[config.mk]
export PLATFORM = sky130hd
export DESIGN_NAME = clk_period_meter
export DESIGN_NICKNAME = d
export VERILOG_FILES = /design/src/rtl/clk_period_meter.sv
export SDC_FILE = /design/constraint.sdc
export NUM_CORES = 1
export LEC_CHECK = 0
export CAP_MARGIN = 20
export CORE_UTILIZATION = 50
export CTS_CLUSTER_DIAMETER = 100
export DETAILED_ROUTE_END_ITERATION = 10
export PLACE_DENSITY = 0.81
export SYNTH_ARGS = -nofsm -noshare
export SYNTH_HDL_FRONTEND = slang
export SYNTH_SLANG_ARGS = --single-unit
[constraint.sdc]
create_clock -name clk -period 4.28 [get_ports clk]
set_input_delay 0.856 -clock clk [delete_from_list [all_inputs] [get_ports clk]]
set_output_delay 0.856 -clock clk [all_outputs]
set_load 0.02 [all_outputs]
[src/rtl/clk_period_meter.sv]
`timescale 1ns/1ps
// Measures the period and high time of a slow square wave in core clock cycles.
// Latency: results appear 3 clk cycles after the sig_in rising edge that closes a period.
// No backpressure: valid is a single-cycle strobe, outputs hold until the next strobe.
//
// Ports:
//   clk, reset         - system clock, asynchronous active-high reset
//   sig_in             - asynchronous square wave under measurement
//   enable             - 1 = measure, 0 = abort and idle
//   clr_ovf            - synchronous clear of the sticky overflow flag
//   period, high_time  - last complete rising-to-rising period and its high portion
//   valid              - one-cycle pulse when period/high_time update
//   overflow           - sticky flag, set when the counter saturates mid-measurement
module clk_period_meter #(
    parameter int WIDTH = 26
) (
    input  logic             clk,
    input  logic             reset,
    input  logic             sig_in,
    input  logic             enable,
    input  logic             clr_ovf,
    output logic [WIDTH-1:0] period,
    output logic [WIDTH-1:0] high_time,
    output logic             valid,
    output logic             overflow
);

    typedef enum logic {
        IDLE    = 1'b0,
        MEASURE = 1'b1
    } state_t;

    localparam logic [WIDTH-1:0] CNT_MAX = '1;
    localparam logic [WIDTH-1:0] CNT_ONE = WIDTH'(1);

    state_t state_q, state_d;

    logic sync1_q, sync1_d;
    logic sync2_q, sync2_d;
    logic dly_q, dly_d;

    logic [WIDTH-1:0] cnt_q, cnt_d;
    logic [WIDTH-1:0] hi_cap_q, hi_cap_d;
    logic [WIDTH-1:0] period_q, period_d;
    logic [WIDTH-1:0] high_time_q, high_time_d;
    logic             valid_q, valid_d;
    logic             ovf_q, ovf_d;

    logic rise;
    logic fall;
    logic sat;

    // Edge detection on the synchronized copy against its one-cycle-late copy.
    assign rise = sync2_q & ~dly_q;
    assign fall = ~sync2_q & dly_q;

    // Saturation only matters if this cycle does not also close the period;
    // a rise with the counter at all-ones is a normal completion.
    assign sat = (state_q == MEASURE) && (cnt_q == CNT_MAX) && !rise;

    // Synchronizer chain plus delay flop.
    always_comb begin
        sync1_d = sig_in;
        sync2_d = sync1_q;
        dly_d   = sync2_q;
    end

    // State register.
    always_ff @(posedge clk or posedge reset) begin
        if (reset) begin
            state_q <= IDLE;
        end else begin
            state_q <= state_d;
        end
    end

    // Next-state logic.
    always_comb begin
        state_d = state_q;
        if (!enable) begin
            state_d = IDLE;
        end else begin
            unique case (state_q)
                IDLE:    if (rise) state_d = MEASURE;
                MEASURE: if (sat)  state_d = IDLE;
                default: state_d = IDLE;
            endcase
        end
    end

    // Output / datapath logic.
    always_comb begin
        cnt_d       = cnt_q;
        hi_cap_d    = hi_cap_q;
        period_d    = period_q;
        high_time_d = high_time_q;
        valid_d     = 1'b0;
        // Clear first so that a saturation later in this block overrides it.
        ovf_d       = clr_ovf ? 1'b0 : ovf_q;

        if (!enable) begin
            cnt_d    = '0;
            hi_cap_d = '0;
        end else begin
            unique case (state_q)
                IDLE: begin
                    // The arming edge starts the count but produces no result.
                    cnt_d = rise ? CNT_ONE : '0;
                end
                MEASURE: begin
                    if (rise) begin
                        period_d    = cnt_q;
                        high_time_d = hi_cap_q;
                        valid_d     = 1'b1;
                        cnt_d       = CNT_ONE;
                    end else if (sat) begin
                        ovf_d = 1'b1;
                        cnt_d = '0;
                    end else begin
                        cnt_d = cnt_q + CNT_ONE;
                        if (fall) begin
                            hi_cap_d = cnt_q;
                        end
                    end
                end
                default: begin
                    cnt_d = '0;
                end
            endcase
        end
    end

    always_ff @(posedge clk or posedge reset) begin
        if (reset) begin
            sync1_q     <= 1'b0;
            sync2_q     <= 1'b0;
            dly_q       <= 1'b0;
            cnt_q       <= '0;
            hi_cap_q    <= '0;
            period_q    <= '0;
            high_time_q <= '0;
            valid_q     <= 1'b0;
            ovf_q       <= 1'b0;
        end else begin
            sync1_q     <= sync1_d;
            sync2_q     <= sync2_d;
            dly_q       <= dly_d;
            cnt_q       <= cnt_d;
            hi_cap_q    <= hi_cap_d;
            period_q    <= period_d;
            high_time_q <= high_time_d;
            valid_q     <= valid_d;
            ovf_q       <= ovf_d;
        end
    end

    assign period    = period_q;
    assign high_time = high_time_q;
    assign valid     = valid_q;
    assign overflow  = ovf_q;

endmodule
* Word level (Yosys, flattened, before mapping)
Cells that the tools add are included.
** Operators by class
- Equality and inequality tests :: 5
- Add/subtract/negate cells :: 1
- Bitwise operators :: 5
- Muxes and demuxes :: 21
- Reduce and logical (&&, ||, !) cells :: 5
** Operators by type and width (count)
- $mux W26 :: 8
- $pmux W26 S2 :: 1
- $add A26 B1 Y26 const B :: 1
- $eq A26 B26 Y1 const B :: 1
- $mux W1 :: 11
- $ne A2 B1 Y1 const B :: 2
- $ne A2 B2 Y1 const B :: 2
- $reduce_and A4 Y1 :: 1
- $not A1 Y1 :: 3
- $reduce_and A3 Y1 :: 1
- $and A1 B1 Y1 :: 2
- $logic_and A1 B1 Y1 :: 2
- $pmux W1 S2 :: 1
- $logic_not A1 Y1 :: 1
** Word-level totals
- Logic and storage cells :: 47
- Output and inout port bits :: 54
- Flip-flop bits (word level) :: 110
- Input port bits :: 5

* Logic depth before layout (Yosys ltp)
- Depth after elaboration :: 8
- Depth in mapped cells :: 9
- Mapped depth without buffers :: 6

* Worst setup path after synthesis
No wires, ideal clock.
- Path kind :: flip-flop to flip-flop
- From :: reg cnt_q[6]
- To :: reg cnt_q[16]
- Setup slack :: 2.289 ns
- Stages on the path, launching flop included :: 9
- Clock period less this slack :: 1.991 ns
- Setup time :: 0.119 ns
- Buffers on the path :: 3
- Data required time :: 4.161 ns
- Arrival :: 1.872 ns
- Cells stage by stage :: dfrtp_1 > clkbuf_2 > nand4_1 > or3_1 > buf_2 > or4_4 > nand2b_4 > buf_8 > nor2_1
** On the way
- Longest elaborated chain between the ends :: 7
** RTL lines
- from (decl) :: RTL line 42 : logic [WIDTH-1:0] cnt_q, cnt_d;
- from (signal assigned) :: RTL line 148 : cnt_q <= cnt_d;
- branches (longest 3 deep; another with $add A26 B1 Y26)
- $mux W26 * :: RTL line 116 : end else if (sat) begin
- $mux W26 * :: RTL line 111 : if (rise) begin
- $pmux W26 S2 * :: RTL line 105 : unique case (state_q)
- $mux W26 * :: RTL line 101 : if (!enable) begin
- net cnt_d[16] :: RTL line 42
Mark *: on every way through the listed nets, which the timed path passes.
A chain may end at the register's enable or synchronous reset.

* Worst setup path after layout
- From :: reg cnt_q[0]
- To :: reg hi_cap_q[22]
** On the way
- Longest elaborated chain between the ends :: 5
** RTL lines
- $eq A26 B26 Y1 :: RTL line 59 : assign sat = (state_q == MEASURE) && (cnt_q == CNT_MAX) && !rise;
- $logic_and A1 B1 Y1 (2 in a row) :: RTL line 59
- $ne A2 B2 Y1 (no source line)
- $reduce_and A4 Y1 (no source line)
- to (signal assigned) :: RTL line 149 : hi_cap_q <= hi_cap_d;
- to (decl) :: RTL line 43 : logic [WIDTH-1:0] hi_cap_q, hi_cap_d;
No other way between the ends.

==> metrics.txt <==
WS Path Type=register to register; Slew @ Worst Pin=~750 ps; grt ovf=0; LEAKAGE=2.44 nW; CTS root buffer=clkbuf_8; Crit Path Max Fanout=26; largest net degree at the start of global routing=64; status=finished, violations left; power per cell area=315 nW/um^2; PostCTS Resize Cnt=0; final wirelength=8920 um; clock skew=11.8 ps; CTS tree=done; register-to-register setup slack=1960 ps; worst path cell trace=ha_1 > nand2_1 > or3_1 > o31ai_4 > nor3b_2 > buf_4 > mux2i_1; Die Wd=98.5 um; total die area=just under 10000 sq um; Buffers on Ports=58; All-Layer GR Usage=19.9%; Max Transition Viols Final=0; # rows=34; min-delay worst type=register to register; critical path arrival=about 2600 ps; number of antenna diodes=0; pre-CTS setup slack=about 1800 ps; delay of the slowest critical-path stage=~500 ps; CP max stage cell=dfrtp_1; share of the synthesized area in the top cell type=59.1%; hold_buf cts=0; Seq cells post-synth=between 100 and 150; routed via count=approximately 3100; core area=8890 sq um; Detailed Routing Iterations Pass 1=7; worst skew pair latency=370 ps; # Post-CTS Setup Buffers=0; Bufs and invs on worst path=1; ys flop type=dfrtp_1; CTS Buf Count=9; area added between synthesis and finish=17.1%; leading area contributor after synthesis=dfrtp_1; Net Count, Synth=444; Worst slew margin=50.0%; Post-Syn Area=4660 sq um; initial core utilization=between 50% and 60%; Final Util=61.3%; Initial DRC Count=170; drt wl/cell=14.9 um; vias in the first global route=3133; family with the most delay on the worst path=simple AND/OR/NAND/NOR gates; violated checks=DRC; Net count, final=between 400 and 500; H-tree depth=3; Longest Clk Path Bufs=2; maximum vdd ir drop=0.000196 V; Setup TNS=0 ps; first-pass GRT wire length=about 15000 um; Synth Instances=438; Post-synth EDFFs=0; Critical Path Source Type=register; fin cells=approximately 600; max-cap violation count=0; # setup viols final=0; setup ws final=a little under 2000 ps; most frequent cell after synthesis=nand2_1; DRC Markers=2; layout cells sized above 1=10.6%; Final Hold Viols=0; placed wire-length estimate=between 5000 and 6000 um; Sink Count=110; list of most frequent post-synthesis cells=nand2_1 (141), dfrtp_1 (110), nor2_1 (31); Ports=59; Tot Pwr=1.72 mW; asr flop ratio synth=100%; initial antenna violation count=0; Mean Syn Cell Area=10.6 sq um; synth warn=0; Die Ht=98.5 um; Worst Setup End Kind=register; final critical path time including I/O delays and setup=2320 ps; synth top area cells=dfrtp_1 (59%), nand2_1 (11%), mux2_2 (6.0%); sequential fraction of the synthesis area=59.1%; clk slew on worst S/H paths=100 ps; Antenna Nets Post-Route=0; RSZ-0062 raised after global routing=false; Required @ worst endpoint=4520 ps; f_max=roughly 430 MHz; Cells after DPL=between 500 and 600; Netlist cell types=35; vias per cell=approximately 5.3; routability cong.=approximately 0.82; Tcrit/Tclk final=54.2%
[layout by cell type, fill, tap and decap left out, drive strengths merged, types with 2 or more instances in the layout]
cell / instances
and3: 3
and4: 3
buf: 6
clkbuf: 13
clkdlybuf4s50: 57
clkinv: 3
dfrtp: 110
inv: 5
mux2: 25
mux2i: 26
nand2: 141
nand2b: 2
nand3: 14
nand4: 8
nor2: 31
nor3: 5
nor4: 3
o21ai: 2
or3: 2
xnor2: 13
xor2: 11
[power by group]
part           internal, mW  total (mW)  leakage [nW]  switching (mW)
combinational        0.0169      0.0603         0.811          0.0435
sequential             1.04        1.05          1.53         0.00490
clock                 0.265       0.609         0.100           0.344
[area by class of cell]
| type | count | area, sq um |
|---|---|---|
| clock buffers | 13 | 169 |
| fillers | 714 | 3440 |
| repair buffers | 63 | 613 |
| well taps | 108 | 135 |
| inverters | 5 | 21.3 |
| clock inverters | 3 | 26.3 |
| flip-flops and latches | 110 | 2750 |
| multi-input cells | 297 | 1740 |
[through the flow]
step | instance area, sq um | hold WS (ps)
CTS | 5450 | 363
global placement | 5260 | 337
detailed placement | 5260 | 341
floorplan | 4660 | 331
global route | 5450 | 386
finish | 5450 | 361
[path summary, 6_finish.rpt]
path | from | endpoint | cells after the start
setup / recovery | cnt_q[0] | hi_cap_q[22] | 7
hold / removal | sync1_q | dly_d | 0
setup reg to reg | cnt_q[0] | hi_cap_q[22] | 7
hold reg to reg | sync1_q | dly_d | 0
max in group asynchronous | reset | period[0] | 3
min in group asynchronous | reset | high_time[4] | 2
[logic make-up after synthesis]
| group | count (synthesis) | synth area share (%) |
|---|---|---|
| AOI/OAI and AO/OA | 5 | 0.967 |
| xor gates and xnor gates | 24 | 4.51 |
| muxes | 51 | 11.6 |
| buffers and inverters | 31 | 3.73 |
| adders and majority gates | 1 | 0.269 |
| DFF | 110 | 59.1 |
| and+or+nand+nor | 216 | 19.8 |
[state kept, by name, indices dropped and copies added, names as in the netlist]
register,count
period,26
high_time,26
dly_d,1
hi_cap_q,26
cnt_q,26
state_q,1
overflow,1
sync1_q,1
dly_q,1
valid,1
[routing by layer]
layer  up-vias  global-route usage, %  wire length, um
li1       1521                      -                -
met2        70                   31.1             4120
met4         0                   6.43              131
met1      1540                   28.7             4300
met3        15                   3.55              360
met5         -                      0                0
Power figures use the tool's default switching activity.
